<file path="src/rtl/pipelined_wallace_multiplier_if.sv">
// Bundle of the operand and result handshake signals of pipelined_wallace_multiplier.
//
// Handshake: a transfer happens on a rising clock edge where valid and ready
// are both 1. The producer holds its payload stable while valid is high. The
// multiplier's ready may depend combinationally on out_ready. A result stays
// put, with out_valid high, until the consumer takes it.
//
// Ports / modports:
//   master - traffic source and result sink: drives in_valid, a, b,
//            signed_mode and out_ready; observes in_ready, out_valid and product.
//   slave  - the multiplier: observes the operand side; drives in_ready,
//            out_valid and product.
// WIDTH must match the WIDTH of the multiplier this bundle is connected to.
interface pipelined_wallace_multiplier_if #(
    parameter int WIDTH = 8
);
    logic               in_valid;
    logic               in_ready;
    logic [WIDTH-1:0]   a;
    logic [WIDTH-1:0]   b;
    logic               signed_mode;
    logic               out_valid;
    logic               out_ready;
    logic [2*WIDTH-1:0] product;

    modport master (
        output in_valid, a, b, signed_mode, out_ready,
        input  in_ready, out_valid, product
    );

    modport slave (
        input  in_valid, a, b, signed_mode, out_ready,
        output in_ready, out_valid, product
    );
endinterface

</file>
<file path="src/rtl/pipelined_wallace_multiplier.sv">
// Pipelined WIDTH x WIDTH multiplier. The signed_mode input selects unsigned or
// two's-complement operands. The result is the exact 2*WIDTH-bit product.
//
// Datapath: WIDTH partial-product rows. In signed mode these use the
// Baugh-Wooley form. A Wallace tree of 3:2 compressors reduces them to two
// rows. A carry-propagate adder finishes the sum. The tree levels and the final
// adder are split as evenly as possible over STAGES register stages. A result
// appears STAGES cycles after acceptance when the pipeline is not stalled.
//
// Ports:
//   clk - rising-edge clock
//   rst - asynchronous active-high reset; clears every stage, product and out_valid
//   bus - pipelined_wallace_multiplier_if.slave
//         (in_valid/in_ready/a/b/signed_mode in, out_valid/out_ready/product out)
//
// Flow control: the whole pipeline advances together unless a finished result
// is waiting and out_ready is low. Bubbles never block new data.
module pipelined_wallace_multiplier #(
    parameter int WIDTH  = 8,
    parameter int STAGES = 3
) (
    input logic                          clk,
    input logic                          rst,
    pipelined_wallace_multiplier_if.slave bus
);
    localparam int PW = 2 * WIDTH;

    typedef logic [WIDTH-1:0][PW-1:0] rows_t;

    // Rows left after one compressor level: each group of three becomes two,
    // and leftover rows pass through.
    function automatic int next_count(input int n);
        return 2 * (n / 3) + (n % 3);
    endfunction

    function automatic int num_levels(input int n);
        int c;
        int l;
        c = n;
        l = 0;
        while (c > 2) begin
            c = next_count(c);
            l++;
        end
        return l;
    endfunction

    // Work units: one per tree level, plus one for the final adder.
    localparam int NLEV  = num_levels(WIDTH);
    localparam int UNITS = NLEV + 1;

    // Number of live rows entering work unit u.
    function automatic int rows_at(input int u);
        int c;
        c = WIDTH;
        for (int i = 0; i < u; i++) begin
            c = (i < NLEV) ? next_count(c) : 1;
        end
        return c;
    endfunction

    logic  advance;
    rows_t pp;

    // Stall only when a finished result is waiting and nobody takes it.
    assign advance      = ~(bus.out_valid & ~bus.out_ready);
    assign bus.in_ready = advance;

    // Partial products. In signed mode, the bits that pair one operand's sign
    // bit with a non-sign bit of the other are inverted. Two constant ones,
    // at weights WIDTH and 2*WIDTH-1, complete the modified Baugh-Wooley sum.
    // Both constants sit in bit positions that their rows leave empty, so the
    // row count stays at WIDTH.
    always_comb begin
        pp = '0;
        for (int i = 0; i < WIDTH; i++) begin
            for (int j = 0; j < WIDTH; j++) begin
                pp[i][i+j] = (bus.a[j] & bus.b[i])
                           ^ (bus.signed_mode & ((i == WIDTH - 1) ^ (j == WIDTH - 1)));
            end
        end
        if (bus.signed_mode) begin
            pp[0][WIDTH]        = 1'b1;
            pp[WIDTH-1][PW-1]   = 1'b1;
        end
    end

    for (genvar s = 0; s < STAGES; s++) begin : g_stage
        localparam int LO = (s * UNITS) / STAGES;
        localparam int HI = ((s + 1) * UNITS) / STAGES;

        logic                               v;
        logic                               sm;
        rows_t                              q;
        logic                               v_in;
        logic                               sm_in;
        logic [HI-LO:0][WIDTH-1:0][PW-1:0]  lvl;
        logic                               unused_lvl;

        if (s == 0) begin : g_in
            assign lvl[0] = pp;
            assign v_in   = bus.in_valid;
            assign sm_in  = bus.signed_mode;
        end else begin : g_in
            assign lvl[0] = g_stage[s-1].q;
            assign v_in   = g_stage[s-1].v;
            assign sm_in  = g_stage[s-1].sm;
        end

        for (genvar u = LO; u < HI; u++) begin : g_unit
            localparam int J = u - LO;
            localparam int N = rows_at(u);
            localparam int M = next_count(N);

            if (u < NLEV) begin : g_csa
                // Bitwise full adders across three rows. Where a row has no
                // bit, synthesis folds the cell into a half adder or a wire.
                for (genvar g = 0; g < N / 3; g++) begin : g_fa
                    assign lvl[J+1][2*g] = lvl[J][3*g] ^ lvl[J][3*g+1] ^ lvl[J][3*g+2];
                    assign lvl[J+1][2*g+1] = ((lvl[J][3*g]   & lvl[J][3*g+1])
                                            | (lvl[J][3*g]   & lvl[J][3*g+2])
                                            | (lvl[J][3*g+1] & lvl[J][3*g+2])) << 1;
                end
                for (genvar r = 0; r < N % 3; r++) begin : g_pass
                    assign lvl[J+1][2*(N/3)+r] = lvl[J][3*(N/3)+r];
                end
                if (M < WIDTH) begin : g_zero
                    assign lvl[J+1][WIDTH-1:M] = '0;
                end
            end else begin : g_cpa
                // Carries beyond 2*WIDTH bits are dropped; the exact product
                // always fits, so nothing is lost.
                assign lvl[J+1][0]         = lvl[J][0] + lvl[J][1];
                assign lvl[J+1][WIDTH-1:1] = '0;
            end
        end

        // Rows that are already retired or zero go nowhere.
        assign unused_lvl = ^lvl;

        always_ff @(posedge clk or posedge rst) begin
            if (rst) begin
                v  <= 1'b0;
                sm <= 1'b0;
                q  <= '0;
            end else if (advance) begin
                v  <= v_in;
                sm <= sm_in;
                q  <= lvl[HI-LO];
            end
        end
    end

    assign bus.out_valid = g_stage[STAGES-1].v;
    assign bus.product   = g_stage[STAGES-1].q[0];

    // The mode bit and the zeroed rows of the last stage feed nothing.
    logic unused_tail;
    assign unused_tail = ^{g_stage[STAGES-1].sm, g_stage[STAGES-1].q[WIDTH-1:1]};
endmodule

</file>
<file path="src/flat_wrapper.sv">
// flat-port wrapper written by rule: the top's interface ports become plain ports
module pipelined_wallace_multiplier_flat 
#(
    parameter int WIDTH  = 8,
    parameter int STAGES = 3
)
  (clk, rst, bus_in_valid, bus_a, bus_b, bus_signed_mode, bus_out_ready, bus_in_ready, bus_out_valid, bus_product);
  pipelined_wallace_multiplier_if #(.WIDTH(WIDTH)) bus_i ();
  input logic clk;
  input logic rst;
  input wire logic [$bits(bus_i.in_valid)-1:0] bus_in_valid;
  input wire logic [$bits(bus_i.a)-1:0] bus_a;
  input wire logic [$bits(bus_i.b)-1:0] bus_b;
  input wire logic [$bits(bus_i.signed_mode)-1:0] bus_signed_mode;
  input wire logic [$bits(bus_i.out_ready)-1:0] bus_out_ready;
  output wire logic [$bits(bus_i.in_ready)-1:0] bus_in_ready;
  output wire logic [$bits(bus_i.out_valid)-1:0] bus_out_valid;
  output wire logic [$bits(bus_i.product)-1:0] bus_product;
  assign bus_i.in_valid = bus_in_valid;
  assign bus_i.a = bus_a;
  assign bus_i.b = bus_b;
  assign bus_i.signed_mode = bus_signed_mode;
  assign bus_i.out_ready = bus_out_ready;
  assign bus_in_ready = bus_i.in_ready;
  assign bus_out_valid = bus_i.out_valid;
  assign bus_product = bus_i.product;
  pipelined_wallace_multiplier #(.WIDTH(WIDTH), .STAGES(STAGES)) u_core (.clk(clk), .rst(rst), .bus(bus_i));
endmodule
</file>
<file path="config.mk">
export PLATFORM = sky130hd
export DESIGN_NAME = pipelined_wallace_multiplier_flat
export DESIGN_NICKNAME = d
export VERILOG_FILES = /design/src/rtl/pipelined_wallace_multiplier_if.sv /design/src/rtl/pipelined_wallace_multiplier.sv /design/src/flat_wrapper.sv
export SDC_FILE = /design/constraint.sdc
export NUM_CORES = 1
export LEC_CHECK = 0
export BUFFER_PORTS_ARGS = -buffer_cell sky130_fd_sc_hd__buf_2
export CAP_MARGIN = 20
export CORE_UTILIZATION = 40
export CTS_BUF_LIST = sky130_fd_sc_hd__clkbuf_8
export DETAILED_ROUTE_END_ITERATION = 16
export GPL_ROUTABILITY_DRIVEN = 1
export MAX_ROUTING_LAYER = met4
export PLACE_DENSITY = 0.56
export SYNTH_ARGS = -nofsm -noshare
export SYNTH_HDL_FRONTEND = slang
export SYNTH_SLANG_ARGS = --single-unit
</file>
<file path="constraint.sdc">
create_clock -name clk -period 2.9 [get_ports clk]
set_input_delay 0.29 -clock clk [delete_from_list [all_inputs] [get_ports clk]]
set_output_delay 0.29 -clock clk [all_outputs]
set_load 0.02 [all_outputs]
</file>
# [Word-level counts from Yosys, hierarchy flattened]
# Index checks and enable logic that the tools add are counted.
[totals] regBits=128 input_bits=21
[classes] mux=1 bitwise=123 add_sub_neg=1
[op_table] cell="OR 15 bit" count=7
[op_table] cell="AND 15 bit" count=6
[op_table] cell="AND 1 bit" count=65
[op_table] cell="bitwise XOR 16 bit" count=3
[op_table] cell="AND 14 x 15 -> 15 bit" count=2
[op_table] cell="AND 11 x 13 -> 13 bit" count=2
[op_table] cell="AND 9 x 10 -> 10 bit" count=2
[op_table] cell="adder 16 bit" count=1
[op_table] cell="bitwise XOR 13 x 16 -> 16 bit" count=1
[op_table] cell="bitwise XOR 14 x 16 -> 16 bit" count=1
[op_table] cell="OR 15 x 13 -> 15 bit" count=1
[op_table] cell="AND 14 bit" count=1
[op_table] cell="bitwise XOR 1 bit" count=14
[op_table] cell="bitwise XOR 14 bit" count=1
[op_table] cell="AND 10 x 13 -> 13 bit" count=1
[op_table] cell="AND 12 x 13 -> 13 bit" count=1
[op_table] cell="OR 12 x 13 -> 13 bit" count=1
[op_table] cell="OR 13 bit" count=1
[op_table] cell="bitwise XOR 11 x 13 -> 13 bit" count=1
[op_table] cell="bitwise XOR 12 x 13 -> 13 bit" count=1
[op_table] cell="AND 11 x 12 -> 12 bit" count=1
[op_table] cell="bitwise XOR 11 x 12 -> 12 bit" count=1
[op_table] cell="AND 10 x 11 -> 11 bit" count=1
[op_table] cell="bitwise XOR 10 x 11 -> 11 bit" count=1
[op_table] cell="7 further kinds" count=8

# [Longest topological paths before layout]
[depth] ltp_word=6 depth_mapped=8 ltp_nobuf=8

# [Worst setup path after synthesis]
# OpenSTA, ideal clock, no wires.
[synth_timing] path_kind="flip-flop to flip-flop" from="register u_core.g_stage[1].q[5] (netlist bit)" to="register u_core.g_stage[2].q, in the netlist u_core.bus.product[13]" path_stages_with_launch=9 required_time_ns=2.775 t_arrival_ns=2.140 period_less_slack_ns=2.266 path_buffers=0 setup_slack_ns=0.634 path_cell_list="dfrtp_1 -> ha_1 -> ha_1 -> fa_1 -> a21oi_2 -> o211ai_2 -> a41oi_2 -> xnor2_1 -> mux2_4"
[synth_via] elab_chain_cells=4 elab_cells_between_ends=7 cone_classes="1 x add/sub; 6 x bitwise"
[synth_lines] item="from (decl)" line_no="pipelined_wallace_multiplier.sv:94" source="rows_t q;"
[synth_lines] item="from (signal assigned)" line_no="pipelined_wallace_multiplier.sv:149" source="q <= lvl[HI-LO];"
[synth_lines] item="AND 15 bit, on equally long branches" line_no="pipelined_wallace_multiplier.sv:120, pipelined_wallace_multiplier.sv:121"
[synth_lines] item="OR 15 bit" line_no="pipelined_wallace_multiplier.sv:121" source="| (lvl[J][3*g] & lvl[J][3*g+2])"
[synth_lines] item="OR 15 bit" line_no="pipelined_wallace_multiplier.sv:122" source="| (lvl[J][3*g+1] & lvl[J][3*g+2])) << 1;"
[synth_lines] item="adder 16 bit *" line_no="pipelined_wallace_multiplier.sv:133" source="assign lvl[J+1][0] = lvl[J][0] + lvl[J][1];"
[synth_lines] item="to (signal assigned)" line_no="pipelined_wallace_multiplier.sv:149"
[synth_lines] item="to (decl)" line_no="pipelined_wallace_multiplier.sv:94"
# Mark *: on every way between the ends. The rest lies on a longest branch, timed or not.
# A chain may end at the register's enable or synchronous reset.

# [Worst setup path after layout]
# Ends and elaborated chain as after synthesis.

==> out/results.tsv <==
stage	metric	value	unit
run_status	status	finished clean	
logic_synthesis	yosysMostFrequentCell	nand2_1	
finish	synthToLayoutAreaGrowth	9.116	%
sta	hold_viol_final	0	
power	leakagePower	3.256	nW
logic_synthesis	ys_warn_count	0	
logic_synthesis	synth_top_area_share	45.26	%
route	wire_per_inst	14.00	um
logic_synthesis	synth.ff_latch_count	106	
logic_synthesis	synthTopCellsByCount	nand2_1, dfrtp_1, inv_1, and2_1, fa_1	
sta	fin_skew	0.01029	ns
logic_synthesis	syn_nets	703	
floorplan	core	0.01410	mm2
critical_path	cp_cell_sequence	ha_1 -> ha_1 -> fa_1 -> a21oi_2 -> o211ai_2 -> a41oi_2 -> xnor2_1 -> mux2_4	
route	via_per_inst	4.772	
route	dr.pass1.iters	4	
critical_path	max_stage_delay	0.48	ns
global_routing	grt_antenna_before_repair	0	
logic_synthesis	ys_dominant_reg_cell	dfrtp_1	
route	drc	0	
logic_synthesis	yosysSeqAreaShare	45.26	%
route	wl	11.60	mm
finish	utilization	45.37	%
placed_design	hpwl	7.993	mm
sta	final.period_utilization	83.15	%
global_routing	grt_start_max_net_pins	115	
finish	fillers	1419	
finish	num_antenna_cells	0	
logic_synthesis	synth.avg_cell_area	9.468	um2
sta	slew_violations	0	
clock_network	cts_max_level	3	
clock_network	root_buffer	clkbuf_8	
logic_synthesis	async_flop_share	100.0	%
critical_path	critPathMostFrequentCell	ha_1	
sta	setup_viol	0	
clock_network	cts_tree	yes	
route	drtIter0Drc	267	
logic_synthesis	synth_area	0.005861	mm2
power	fin_total_pwr	0.006133	W
clock_network	clock_latency	0.39	ns
critical_path	critPathTopFamily	adder cells	
floorplan	die_h	123.0	um
flow_run	cap_violations	0	
clock_network	hold_buffers	0	
power	vdd_drop_max	0.0004029	V
logic_synthesis	synth.area.top_cells	dfrtp_1, fa_1, nand2_1	
finish	drive_gt1_share	10.48	%
sta	tightestPinTransition	0.8658	ns
critical_path	critical_path_buf_inv_count	0	
floorplan	row_count	43	
logic_synthesis	synth_edf_count	0	
global_routing	grt_pass1_vias	3891	
logic_synthesis	syn_inst	619	
critical_path	start_kind	register	
clock_network	post_cts_buffers	0	
clock_network	cts.clk_slew.worst_paths	0.10	ns
logic_synthesis	synth_cell_types	33	
route	vias	3956	
power	power_density	959.1	mW/mm2
clock_network	numCtsBuffers	9	
sta	layout_min_cycle_time	2.411	ns
placed_design	portBuffers	38	
sta	maxSlewHeadroom	42.28	%
critical_path	arrival	2.68	ns
logic_synthesis	yosys.area.top_type	dfrtp_1	
placed_design	gp_congestion	0.8289	
critical_path	cp-end-kind	register	
finish	fin_nets	728	
floorplan	ioPinCount	39	
floorplan	fp.dieW	123.0	um
floorplan	start_util	41.58	%
clock_network	ctsResizeCount	0	
global_routing	track_usage	17.94	%
critical_path	slowest_stage	fa_1	
sta	rsz0062_at_grt	false	
hold_path	hold_class	input pin to async pin	
route	antenna_left	0	
critical_path	critPathRequiredTime	3.17	ns
clock_network	clock_path_buffers	2	
floorplan	dieArea	0.01514	mm2
clock_network	clock_sinks	106	
global_routing	grt_pass1_wl	19.88	mm
sta	final.setup.tns	0	ns
critical_path	path_max_fanout	3	
sta	max_freq	414.7	MHz
critical_path	path_class	register to register	
global_routing	grt-ovfl-total	0	
[cells by family after synthesis]
logic type | count (synthesis) | synth area share [%]
AOI/OAI and AO/OA | 70 | 7.344
buffers and inverters | 82 | 5.508
xor gates and xnor gates | 24 | 3.587
and+or+nand+nor | 273 | 19.60
DFF | 106 | 45.26
muxes | 1 | 0.2561
adders and majority gates | 63 | 18.45
[sequential cells by signal, indices dropped and copies added (netlist names)]
signal                flops
u_core.bus.out_valid      1
u_core.bus.product       16
u_core.g_stage.q         87
u_core.g_stage.v          2
[cell type report]
class / instances / area (um2) / area share [%]
tap: 180 / 225.2 / 3.522
clock inverter: 7 / 47.55 / 0.7435
multi-input combinational: 431 / 2893 / 45.24
clock buffer: 9 / 123.9 / 1.937
inverter: 54 / 207.7 / 3.248
timing repair buffer: 42 / 245.2 / 3.835
sequential: 106 / 2653 / 41.48
[layout by cell type (no fill, tap or decap), types with 2 or more instances in the layout]
master / n
o21ai_0: 29
nor2_1: 10
buf_2: 38
clkinv_2: 2
dfrtp_1: 106
xor2_1: 13
a31oi_1: 2
nand2_1: 208
buf_4: 2
and2_1: 39
nand3_1: 12
clkinvlp_4: 5
o211ai_2: 2
o21bai_1: 2
o21ai_1: 12
xnor2_1: 11
buf_12: 2
inv_1: 53
ha_1: 24
clkbuf_8: 9
fa_1: 39
a21o_1: 3
a31o_1: 2
a21oi_1: 12
[stage by stage]
| stage | hold slack (ns) | area, um2 | cells | worst slack (ns) |
|---|---|---|---|---|
| 2_1_floorplan | 0.4025 | 5864 | 619 | 0.6344 |
| 3_3_place_gp | 0.4413 | 6203 | 812 | 0.5462 |
| 3_5_place_dp | 0.4469 | 6203 | 812 | 0.5213 |
| 4_1_cts | 0.01644 | 6375 | 828 | 0.4801 |
| 5_1_grt | 0.04412 | 6395 | 829 | 0.3951 |
| 6_report | 0.007866 | 6395 | 829 | 0.4886 |
[power by group]
part           switching (W)  internal [W]  total, W
clock network       0.000522      0.000309  0.000831
registers           0.000267       0.00197   0.00224
logic                0.00178       0.00128   0.00306
[layer usage]
metal / wire (um) / track usage, % / up-vias
met5: 0 / - / -
met3: 387 / 2.721 / 13
met1: 6096 / 26.94 / 1919
li1: - / - / 1965
met2: 4921 / 24.12 / 59
met4: 199 / 7.078 / 0
[path summary, 6_finish.rpt]
check                                  startpoint                      end  slack [ns]  depth (start not counted)
max                        u_core.g_stage[1].q[5]   u_core.bus.product[13]        0.49                          8
min                                           rst   u_core.bus.product[10]       0.008                          2
max reg2reg                u_core.g_stage[1].q[5]   u_core.bus.product[13]        0.49                          8
min reg2reg                 u_core.bus.product[3]    u_core.bus.product[3]        0.47                          2
max in group asynchronous                     rst  u_core.g_stage[1].q[44]        2.09                          3
min in group clk                     bus_in_valid      u_core.g_stage[0].v        0.10                          3
(Power assumes the default switching activity.)
